## config.mk

```make
export PLATFORM = sky130hd
export DESIGN_NAME = magma_decoder_flat
export DESIGN_NICKNAME = d
export VERILOG_FILES = /design/src/rtl/magma_pkg.sv /design/src/rtl/magma_decoder_if.sv /design/src/rtl/magma_round.sv /design/src/rtl/magma_decoder.sv /design/src/flat_wrapper.sv
export SDC_FILE = /design/constraint.sdc
export NUM_CORES = 1
export LEC_CHECK = 0
export CORE_UTILIZATION = 46
export DETAILED_ROUTE_END_ITERATION = 7
export GPL_TIMING_DRIVEN = 1
export PLACE_DENSITY = 0.71
export SYNTH_ARGS = -nofsm -noshare
export SYNTH_HDL_FRONTEND = slang
export SYNTH_HIERARCHICAL = 1
export SYNTH_SLANG_ARGS = --single-unit
```

## constraint.sdc

```tcl
create_clock -name clk -period 22.2 [get_ports clk]
set_clock_uncertainty 0.15 [all_clocks]
set_input_delay 3.33 -clock clk [delete_from_list [all_inputs] [get_ports clk]]
set_output_delay 3.33 -clock clk [all_outputs]
set_load 0.05 [all_outputs]
```

## src/rtl/magma_pkg.sv

```systemverilog
// Shared Magma (GOST R 34.12-2015) constants, S-boxes and round helpers
// used by both the encoder and the iterative decoder.
package magma_pkg;

    localparam int MAGMA_ROUNDS  = 32;
    localparam int MAGMA_BLOCK_W = 64;
    localparam int MAGMA_KEY_W   = 256;

    typedef logic [1:0] magma_state_t;

    localparam magma_state_t ST_IDLE = 2'd0;
    localparam magma_state_t ST_RUN  = 2'd1;
    localparam magma_state_t ST_DONE = 2'd2;

    // Row j is pi'_j, applied to nibble [4j+3:4j].
    localparam logic [3:0] MAGMA_PI [0:7][0:15] = '{
        '{4'd12, 4'd4,  4'd6,  4'd2,  4'd10, 4'd5,  4'd11, 4'd9,  4'd14, 4'd8,  4'd13, 4'd7,  4'd0,  4'd3,  4'd15, 4'd1 },
        '{4'd6,  4'd8,  4'd2,  4'd3,  4'd9,  4'd10, 4'd5,  4'd12, 4'd1,  4'd14, 4'd4,  4'd7,  4'd11, 4'd13, 4'd0,  4'd15},
        '{4'd11, 4'd3,  4'd5,  4'd8,  4'd2,  4'd15, 4'd10, 4'd13, 4'd14, 4'd1,  4'd7,  4'd4,  4'd12, 4'd9,  4'd6,  4'd0 },
        '{4'd12, 4'd8,  4'd2,  4'd1,  4'd13, 4'd4,  4'd15, 4'd6,  4'd7,  4'd0,  4'd10, 4'd5,  4'd3,  4'd14, 4'd9,  4'd11},
        '{4'd7,  4'd15, 4'd5,  4'd10, 4'd8,  4'd1,  4'd6,  4'd13, 4'd0,  4'd9,  4'd3,  4'd14, 4'd11, 4'd4,  4'd2,  4'd12},
        '{4'd5,  4'd13, 4'd15, 4'd6,  4'd9,  4'd2,  4'd12, 4'd10, 4'd11, 4'd7,  4'd8,  4'd1,  4'd4,  4'd3,  4'd14, 4'd0 },
        '{4'd8,  4'd14, 4'd2,  4'd5,  4'd6,  4'd9,  4'd1,  4'd12, 4'd15, 4'd4,  4'd11, 4'd0,  4'd13, 4'd10, 4'd3,  4'd7 },
        '{4'd1,  4'd7,  4'd14, 4'd13, 4'd0,  4'd5,  4'd8,  4'd3,  4'd4,  4'd15, 4'd10, 4'd6,  4'd9,  4'd12, 4'd11, 4'd2 }
    };

    function automatic logic [31:0] magma_t(input logic [31:0] a);
        logic [31:0] r;
        r = '0;
        for (int j = 0; j < 8; j++) begin
            r[4*j +: 4] = MAGMA_PI[j][a[4*j +: 4]];
        end
        return r;
    endfunction

    function automatic logic [31:0] magma_g(input logic [31:0] a, input logic [31:0] k);
        logic [31:0] s;
        s = magma_t(a + k);
        return {s[20:0], s[31:21]};
    endfunction

    // Decryption schedule: K1..K8 for rounds 0..7, then K8..K1 repeated.
    function automatic logic [31:0] magma_dec_round_key(input logic [MAGMA_KEY_W-1:0] key,
                                                        input logic [4:0] rnd);
        logic [2:0]             idx;
        logic [2:0]             from_lsb;
        logic [MAGMA_KEY_W-1:0] sh;
        idx      = (rnd < 5'd8) ? rnd[2:0] : (3'd7 - rnd[2:0]);
        from_lsb = 3'd7 - idx;
        sh       = key >> {from_lsb, 5'd0};
        return sh[31:0];
    endfunction

endpackage

```

## src/rtl/magma_decoder_if.sv

```systemverilog
// Ready/valid block interface between a ciphertext source, the decoder and
// the plaintext consumer.
interface magma_decoder_if;
    import magma_pkg::*;

    logic                     in_valid;
    logic                     in_ready;
    logic [MAGMA_BLOCK_W-1:0] block;
    logic [MAGMA_KEY_W-1:0]   key;
    logic                     out_valid;
    logic                     out_ready;
    logic [MAGMA_BLOCK_W-1:0] decoded;

    modport master (
        output in_valid, block, key, out_ready,
        input  in_ready, out_valid, decoded
    );

    modport slave (
        input  in_valid, block, key, out_ready,
        output in_ready, out_valid, decoded
    );

endinterface

```

## src/rtl/magma_round.sv

```systemverilog
// One combinational Magma Feistel round; the last round skips the half swap.
module magma_round
    import magma_pkg::*;
(
    input  logic [31:0] a1_i,
    input  logic [31:0] a0_i,
    input  logic [31:0] k_i,
    input  logic        last_i,
    output logic [31:0] a1_o,
    output logic [31:0] a0_o
);

    logic [31:0] mix;

    always_comb begin
        mix = magma_g(a0_i, k_i) ^ a1_i;
        if (last_i) begin
            a1_o = mix;
            a0_o = a0_i;
        end else begin
            a1_o = a0_i;
            a0_o = mix;
        end
    end

endmodule

```

## src/rtl/magma_decoder.sv

```systemverilog
// Iterative Magma decryption core: one Feistel round per clock, one block in
// flight, ready/valid on both sides.
module magma_decoder
    import magma_pkg::*;
(
    input  logic            clk,
    input  logic            rst_n,
    magma_decoder_if.slave  bus
);

    magma_state_t             state_q, state_d;
    logic [4:0]               cnt_q, cnt_d;
    logic [MAGMA_BLOCK_W-1:0] dec_q, dec_d;
    logic [31:0]              a1_q, a0_q;
    logic [MAGMA_KEY_W-1:0]   key_q;

    logic        load;
    logic        step;
    logic        last_rnd;
    logic [31:0] rnd_a1, rnd_a0;
    logic [31:0] rnd_k;

    assign last_rnd = (cnt_q == 5'(MAGMA_ROUNDS - 1));
    assign rnd_k    = magma_dec_round_key(key_q, cnt_q);

    magma_round u_round (
        .a1_i   (a1_q),
        .a0_i   (a0_q),
        .k_i    (rnd_k),
        .last_i (last_rnd),
        .a1_o   (rnd_a1),
        .a0_o   (rnd_a0)
    );

    always_comb begin
        state_d = state_q;
        cnt_d   = cnt_q;
        dec_d   = dec_q;
        load    = 1'b0;
        step    = 1'b0;
        case (state_q)
            ST_IDLE: begin
                if (bus.in_valid) begin
                    load    = 1'b1;
                    cnt_d   = '0;
                    state_d = ST_RUN;
                end
            end
            ST_RUN: begin
                step  = 1'b1;
                cnt_d = cnt_q + 5'd1;
                if (last_rnd) begin
                    dec_d   = {rnd_a1, rnd_a0};
                    state_d = ST_DONE;
                end
            end
            ST_DONE: begin
                if (bus.out_ready) begin
                    state_d = ST_IDLE;
                end
            end
            default: state_d = ST_IDLE;
        endcase
    end

    always_ff @(posedge clk or negedge rst_n) begin
        if (!rst_n) begin
            state_q <= ST_IDLE;
            cnt_q   <= '0;
            dec_q   <= '0;
        end else begin
            state_q <= state_d;
            cnt_q   <= cnt_d;
            dec_q   <= dec_d;
        end
    end

    // Round state and key copy need no reset: they are always loaded before use.
    always_ff @(posedge clk) begin
        if (load) begin
            a1_q  <= bus.block[63:32];
            a0_q  <= bus.block[31:0];
            key_q <= bus.key;
        end else if (step) begin
            a1_q  <= rnd_a1;
            a0_q  <= rnd_a0;
        end
    end

    assign bus.in_ready  = (state_q == ST_IDLE);
    assign bus.out_valid = (state_q == ST_DONE);
    assign bus.decoded   = dec_q;

endmodule

```

## src/flat_wrapper.sv

```systemverilog
// flat-port wrapper written by rule: the top's interface ports become plain ports
module magma_decoder_flat import magma_pkg::*;
  (clk, rst_n, bus_in_valid, bus_block, bus_key, bus_out_ready, bus_in_ready, bus_out_valid, bus_decoded);
  magma_decoder_if bus_i ();
  input  logic clk;
  input  logic rst_n;
  input wire logic [$bits(bus_i.in_valid)-1:0] bus_in_valid;
  input wire logic [$bits(bus_i.block)-1:0] bus_block;
  input wire logic [$bits(bus_i.key)-1:0] bus_key;
  input wire logic [$bits(bus_i.out_ready)-1:0] bus_out_ready;
  output wire logic [$bits(bus_i.in_ready)-1:0] bus_in_ready;
  output wire logic [$bits(bus_i.out_valid)-1:0] bus_out_valid;
  output wire logic [$bits(bus_i.decoded)-1:0] bus_decoded;
  assign bus_i.in_valid = bus_in_valid;
  assign bus_i.block = bus_block;
  assign bus_i.key = bus_key;
  assign bus_i.out_ready = bus_out_ready;
  assign bus_in_ready = bus_i.in_ready;
  assign bus_out_valid = bus_i.out_valid;
  assign bus_decoded = bus_i.decoded;
  magma_decoder u_core (.clk(clk), .rst_n(rst_n), .bus(bus_i));
endmodule
```

==> flow_metrics.tcl <==
set metrics [dict create \
    areaGrowthSynthToFinish_pct 26.33 \
    synth_top_area_share_pct 44.48 \
    startpoint_type "flip-flop" \
    yosysMostFrequentCell "edfxtp_1" \
    drv_cap 0 \
    postCtsSetupRepairBufs 0 \
    ff2ff_path_depth 21 \
    place.gp.congestion 0.9348 \
    drtIter0Drc 1204 \
    grt_max_degree 191 \
    core_area_mm2 0.04646 \
    insertion_delay_ns 0.57 \
    drt_wl_total_um 62200 \
    finalSetupViolations 0 \
    post_synth_instance_area_mm2 0.02160 \
    grt_pass1_vias 15700 \
    vias 15310 \
    tightest_slew_ns 1.082 \
    endpoint_kind "flip-flop" \
    cts-root-buf "clkbuf_16" \
    worstSetupStartpoint "u_core/cnt_q[3]$_DFFE_PN0P_" \
    dp_hpwl_um 46260 \
    yosysTopAreaCell "edfxtp_1" \
    whs_endpoint "u_core/bus.decoded[28]$_DFFE_PN0P_" \
    finalSetupTns_ns 0 \
    async_reset_ff_share_pct 18.16 \
    drc 0 \
    post_cts_resized 0 \
    synthCells 1618 \
    ys.flop_type "edfxtp_1" \
    avgSynthCellArea_um2 13.35 \
    hp-class "flip-flop to flip-flop" \
    relSlewSlack_pct 27.87 \
    die_area_mm2 0.04783 \
    rr_endpoint "u_core/bus.decoded[39]$_DFFE_PN0P_" \
    chipHeight_um 218.7 \
    max_clock_freq_mhz 142.6 \
    min_period_over_period_pct 31.58 \
    htree_levels 2 \
    dr.pass1.iters 7 \
    nets 2366 \
    ys_types 77 \
    synthTopCellsByCount "edfxtp_1 (320), nand2_1 (298), mux4_2 (139), mux2_2 (95), dfrtp_1 (71)" \
    synth.area.top_cells "edfxtp_1 (44%), mux4_2 (14%), dfrtp_1 (8.2%)" \
    clockBufferDepth 3 \
    die_w_um 218.7 \
    grt_antenna_before_repair 11 \
    io_pins 390 \
    reg2reg_slack_ns 15.19 \
    worstReg2RegStart "u_core/cnt_q[3]$_DFFE_PN0P_" \
    yosys_register_bits 391 \
    portBuffers 389 \
    grt_overflow_total 0 \
    initial_core_util_pct 46.50 \
    layout-drive-gt1-share_pct 17.02 \
    synth_edf_count 320 \
    yosysSeqAreaShare_pct 52.70 \
    maxSlewViolCount 0 \
    finalHoldViolCount 0 \
    fin_crit_ns 7.012 \
    min_path_cells 1 \
    clock_sinks 391 \
    cts_buffers 43 \
    cp.required_ns 22.49 \
    critPathKind "flip-flop to flip-flop" \
    hp-start "u_core/bus.decoded[28]$_DFFE_PN0P_" \
    via_per_inst 5.842 \
    cp_data_arrival_time_ns 7.30 \
    outcome "finished, final reports clean" \
    routedWlPerCell_um 23.73 \
    grt.total_usage_pct 26.10 \
    rsz0062_at_grt "no" \
    yosys_warnings 6 \
    path_max_fanout 65 \
    grt_pass1_wl_um 92150 \
    antenna_left 0 \
    synth_nets 2013 \
    cts_hold_buf 0 \
    clk_pin_slew_ns 0.06 \
    rows 79 \
    cts_tree "built" \
]
[worst max-delay path by stage]
stage | slack, ns | end | cells after the start
floorplan | 10.67 | u_core/key_q[0]$_DFFE_PP_ | 3
global placement | 15.41 | u_core/bus.decoded[7]$_DFFE_PN0P_ | 21
detailed placement | 15.22 | u_core/a1_q[7]$_DFFE_PP_ | 22
CTS | 15.15 | u_core/bus.decoded[39]$_DFFE_PN0P_ | 21
global route | 14.64 | u_core/a0_q[7]$_DFFE_PP_ | 22
finish | 15.19 | u_core/bus.decoded[39]$_DFFE_PN0P_ | 21
[sequential cells by signal, indices dropped and copies added, names as in the netlist]
register            count
u_core/a0_q            32
u_core/a1_q            32
u_core/bus.decoded     64
u_core/cnt_q            5
u_core/key_q          256
u_core/state_q          2
[critical path, cell delays in order (launching register included)]
cell	delay [ns]
dfrtp_1	0.46
nor2_4	0.13
buf_4	0.66
buf_4	0.77
mux4_2	0.41
a22oi_1	0.28
nand2_1	0.09
ha_1	0.37
a21oi_1	0.22
o21bai_1	0.08
a21oi_1	0.35
o21ai_0	0.17
or3_2	0.43
o211ai_1	0.48
inv_1	0.17
ha_1	0.25
or2_2	0.30
mux2_2	0.26
mux2i_1	0.16
xnor2_1	0.10
mux2_2	0.28
mux2_2	0.26
[layer usage]
metal / vias up / wire, um / GRT usage (%)
met2: 688 / 30900 / 44.28
met4: 2 / 2684 / 12.48
met1: 7600 / 24240 / 32.26
li1: 6895 / - / -
met3: 126 / 4358 / 4.635
met5: - / 19 / 0
[layout by cell type (no fill, tap or decap), types with 4 or more instances in the layout]
master and instances:
clkbuf_16 44, nand2_1 296, nand2b_1 4, o211a_1 5
mux2i_1 21, xor2_1 24, mux2_2 95, clkinv_1 6
inv_1 42, clkinvlp_4 4, o21ai_0 37, a31oi_1 6
o21a_1 10, clkinv_2 6, clkbuf_1 7, and2_1 5
o211ai_1 12, a21oi_1 58, nor3_1 12, buf_4 12
o21bai_1 9, nand4_1 8, or3_1 10, nor2b_1 4
ha_1 69, diode_2 11, edfxtp_1 320, o21ai_1 6
o31ai_1 9, a22oi_1 64, mux4_2 139, clkdlybuf4s50_1 388
dfrtp_1 70, nor2_1 58, and3_1 8, a21o_1 14
xnor2_1 29, a211oi_1 7, nand3_1 11
[area by class of cell]
class                   instances  area, um^2
clock inverters                25       232.7
multi-input cells            1088        9550
fillers                      3707       19170
repair buffers                402        4014
well taps                     607       759.5
inverters                      45       176.4
diodes                         11       27.53
flip-flops and latches        391       11390
clock buffers                  52        1141
[through the flow]
stage               area, um^2  hold slack [ns]  setup WS (ns)  cells  utilization (%)
floorplan                21600           0.3834          10.67   1618                -
global placement         25890           0.3394          15.41   2533            55.73
detailed placement       25890           0.3449          15.22   2533            55.73
CTS                      27260           0.3574          15.15   2610            58.69
global route             27290           0.3685          14.64   2621            58.75
finish                   27290           0.3536          15.19   2621            58.75
[cell families after synthesis]
kind of cell	Yosys count	synth area share (%)
adder cells (fa/ha/maj)	71	4.147
buffers and inverters	139	3.243
flip-flops	391	52.70
XOR/XNOR	57	2.508
AO/OA/AOI/OAI	266	8.363
AND/OR/NAND/NOR	438	8.549
multiplexers	256	20.49
Power is not shown: default switching activity piles up to over one toggle a cycle in this logic, so the estimate is an artifact.
==> patch: new RTL, same settings <==
Reset style: synchronous (`rst_n`), changed in one clocked block.
--- a/src/rtl/magma_decoder.sv
+++ b/src/rtl/magma_decoder.sv
@@ -63,7 +63,7 @@
         endcase
     end
 
-    always_ff @(posedge clk or negedge rst_n) begin
+    always_ff @(posedge clk) begin
         if (!rst_n) begin
             state_q <= ST_IDLE;
             cnt_q   <= '0;
Behaviour: differs if rst_n is asserted again (counterexample within 4 cycles, from zero or initial values and one cycle with rst_n low); with rst_n held inactive, the same outputs for 10 cycles.
==> patch against the unedited design <==
Cell count up 7.2%; sequential cell count unchanged; final area about the same; synthesized area up 0.54%; routed wire length up 3.3%; worst setup slack worse by 1.0 ns.
==> patch: results (changes against the unedited design) <==
Status
  • Status: finished clean (unchanged)

Logic synthesis
  • Synth Area in Compound Gates: 12.0% (was 8.36%)
  • Synthesized Nets: 2229 (was 2013)
  • Post-synthesis mux area share: 19.0% (was 20.5%)
  • Netlist cell types: 76 (was 77)
  • Synth cell count leaders: 320 x edfxtp_1, 278 x mux2i_1, 201 x nand2_1, 130 x o22ai_1, 96 x mux2_2 (was 320 x edfxtp_1, 298 x nand2_1, 139 x mux4_2, 95 x mux2_2, 71 x dfrtp_1)
  • Area share of xor/xnor cells in the synthesized design: 2.49% (was 2.51%)
  • Leading post-synthesis cells by cell area: edfxtp_1 44%, mux2i_1 13%, dfxtp_1 6.5% (was edfxtp_1 44%, mux4_2 14%, dfrtp_1 8.2%)
  • Adder-Cell Fraction of Synth Area: 4.12% (was 4.15%)

Placed design
  • Pre-CTS setup slack: 14.33 ns (was 15.22 ns)
  • Placed cell area: 25900 sq um (about the same)
  • RePlAce Congestion: 0.947 (was 0.935)
  • DP Cell Count: 2731 (was 2533)

Global routing
  • GR Layer Usage met3: 5.93% (was 4.63%)
  • Global Route met2 Usage: 43.2% (was 44.3%)
  • Pin count of the biggest net entering global routing: 127 (was 191)
  • Initial antenna violation count: 13 (was 11)
  • First-pass GRT wire length: 94.4 mm (was 92.1 mm)
  • Vias in the first global route: 16005 (was 15698)
  • Tot GR Track Use: 26.3% (was 26.1%)

Finish
  • Final clock-cell share: 4.97% (was 5.03%)
  • Buffers excl. clock: 404 (was 402)
  • Util after Layout: 58.7% (about the same)
  • Sequential fraction of total cell area: 40.4% (was 41.7%)
  • Non-clk buf share: 14.7% (about the same)
  • Non-Clock Inverter Count: 42 (was 45)
  • Final Non-Filler Cells: 2809 (was 2621)
  • Fill cell count: 3758 (was 3707)
  • Number of diodes: 2 (was 11)

Detailed routing
  • Vias: 16361 (was 15311)
  • Met2 wire len: 30.2 mm (was 30.9 mm)
  • Metal-1 WL: 27.6 mm (was 24.2 mm)
  • WL/cell: 22.9 um (was 23.7 um)
  • Violation count after the first detailed-route iteration: 1292 (was 1204)
  • Metal3 WL: 5.25 mm (was 4.36 mm)

Die
  • CORE AREA: 46600 sq um (was 46500 sq um)

STA
  • Slew HR: 24.9% (was 27.9%)

Power
  • Tot Pwr: around 3500 uW

Worst setup path
  • WP data arrival: 8.20 ns (was 7.30 ns)
  • Delay of the slowest critical-path stage: 1.05 ns (was 0.77 ns)
  • Worst-path fanout max: 126 (was 65)
==> patch: changes by cell type after synthesis, sizes merged, moves of 71 or more <==
| cell | delta |
|---|---|
| mux2i | +257 |
| dfxtp | +71 |
| dfrtp | -71 |
| nand2 | -97 |
| mux4 | -128 |
| o22ai | +128 |
==> patch: final timing paths <==
check             slack [ns]                                  end  cells past startpoint                           startpoint
setup reg to reg       14.18            u_core/a1_q[21]$_DFFE_PP_                     21         u_core/cnt_q[1]$_SDFFE_PN0P_
hold reg to reg         0.32  u_core/bus.decoded[16]$_SDFFE_PN0P_                      2  u_core/bus.decoded[16]$_SDFFE_PN0P_
setup / recovery       14.18            u_core/a1_q[21]$_DFFE_PP_                     21         u_core/cnt_q[1]$_SDFFE_PN0P_
hold / removal          0.32  u_core/bus.decoded[16]$_SDFFE_PN0P_                      2  u_core/bus.decoded[16]$_SDFFE_PN0P_
==> patch: kinds of logic after synthesis <==
kind of cell	after synthesis
compound gates	393
flops	391
mux	386
simple gates	380
buf+inv	156
fa+ha+maj	71
xor+xnor	57
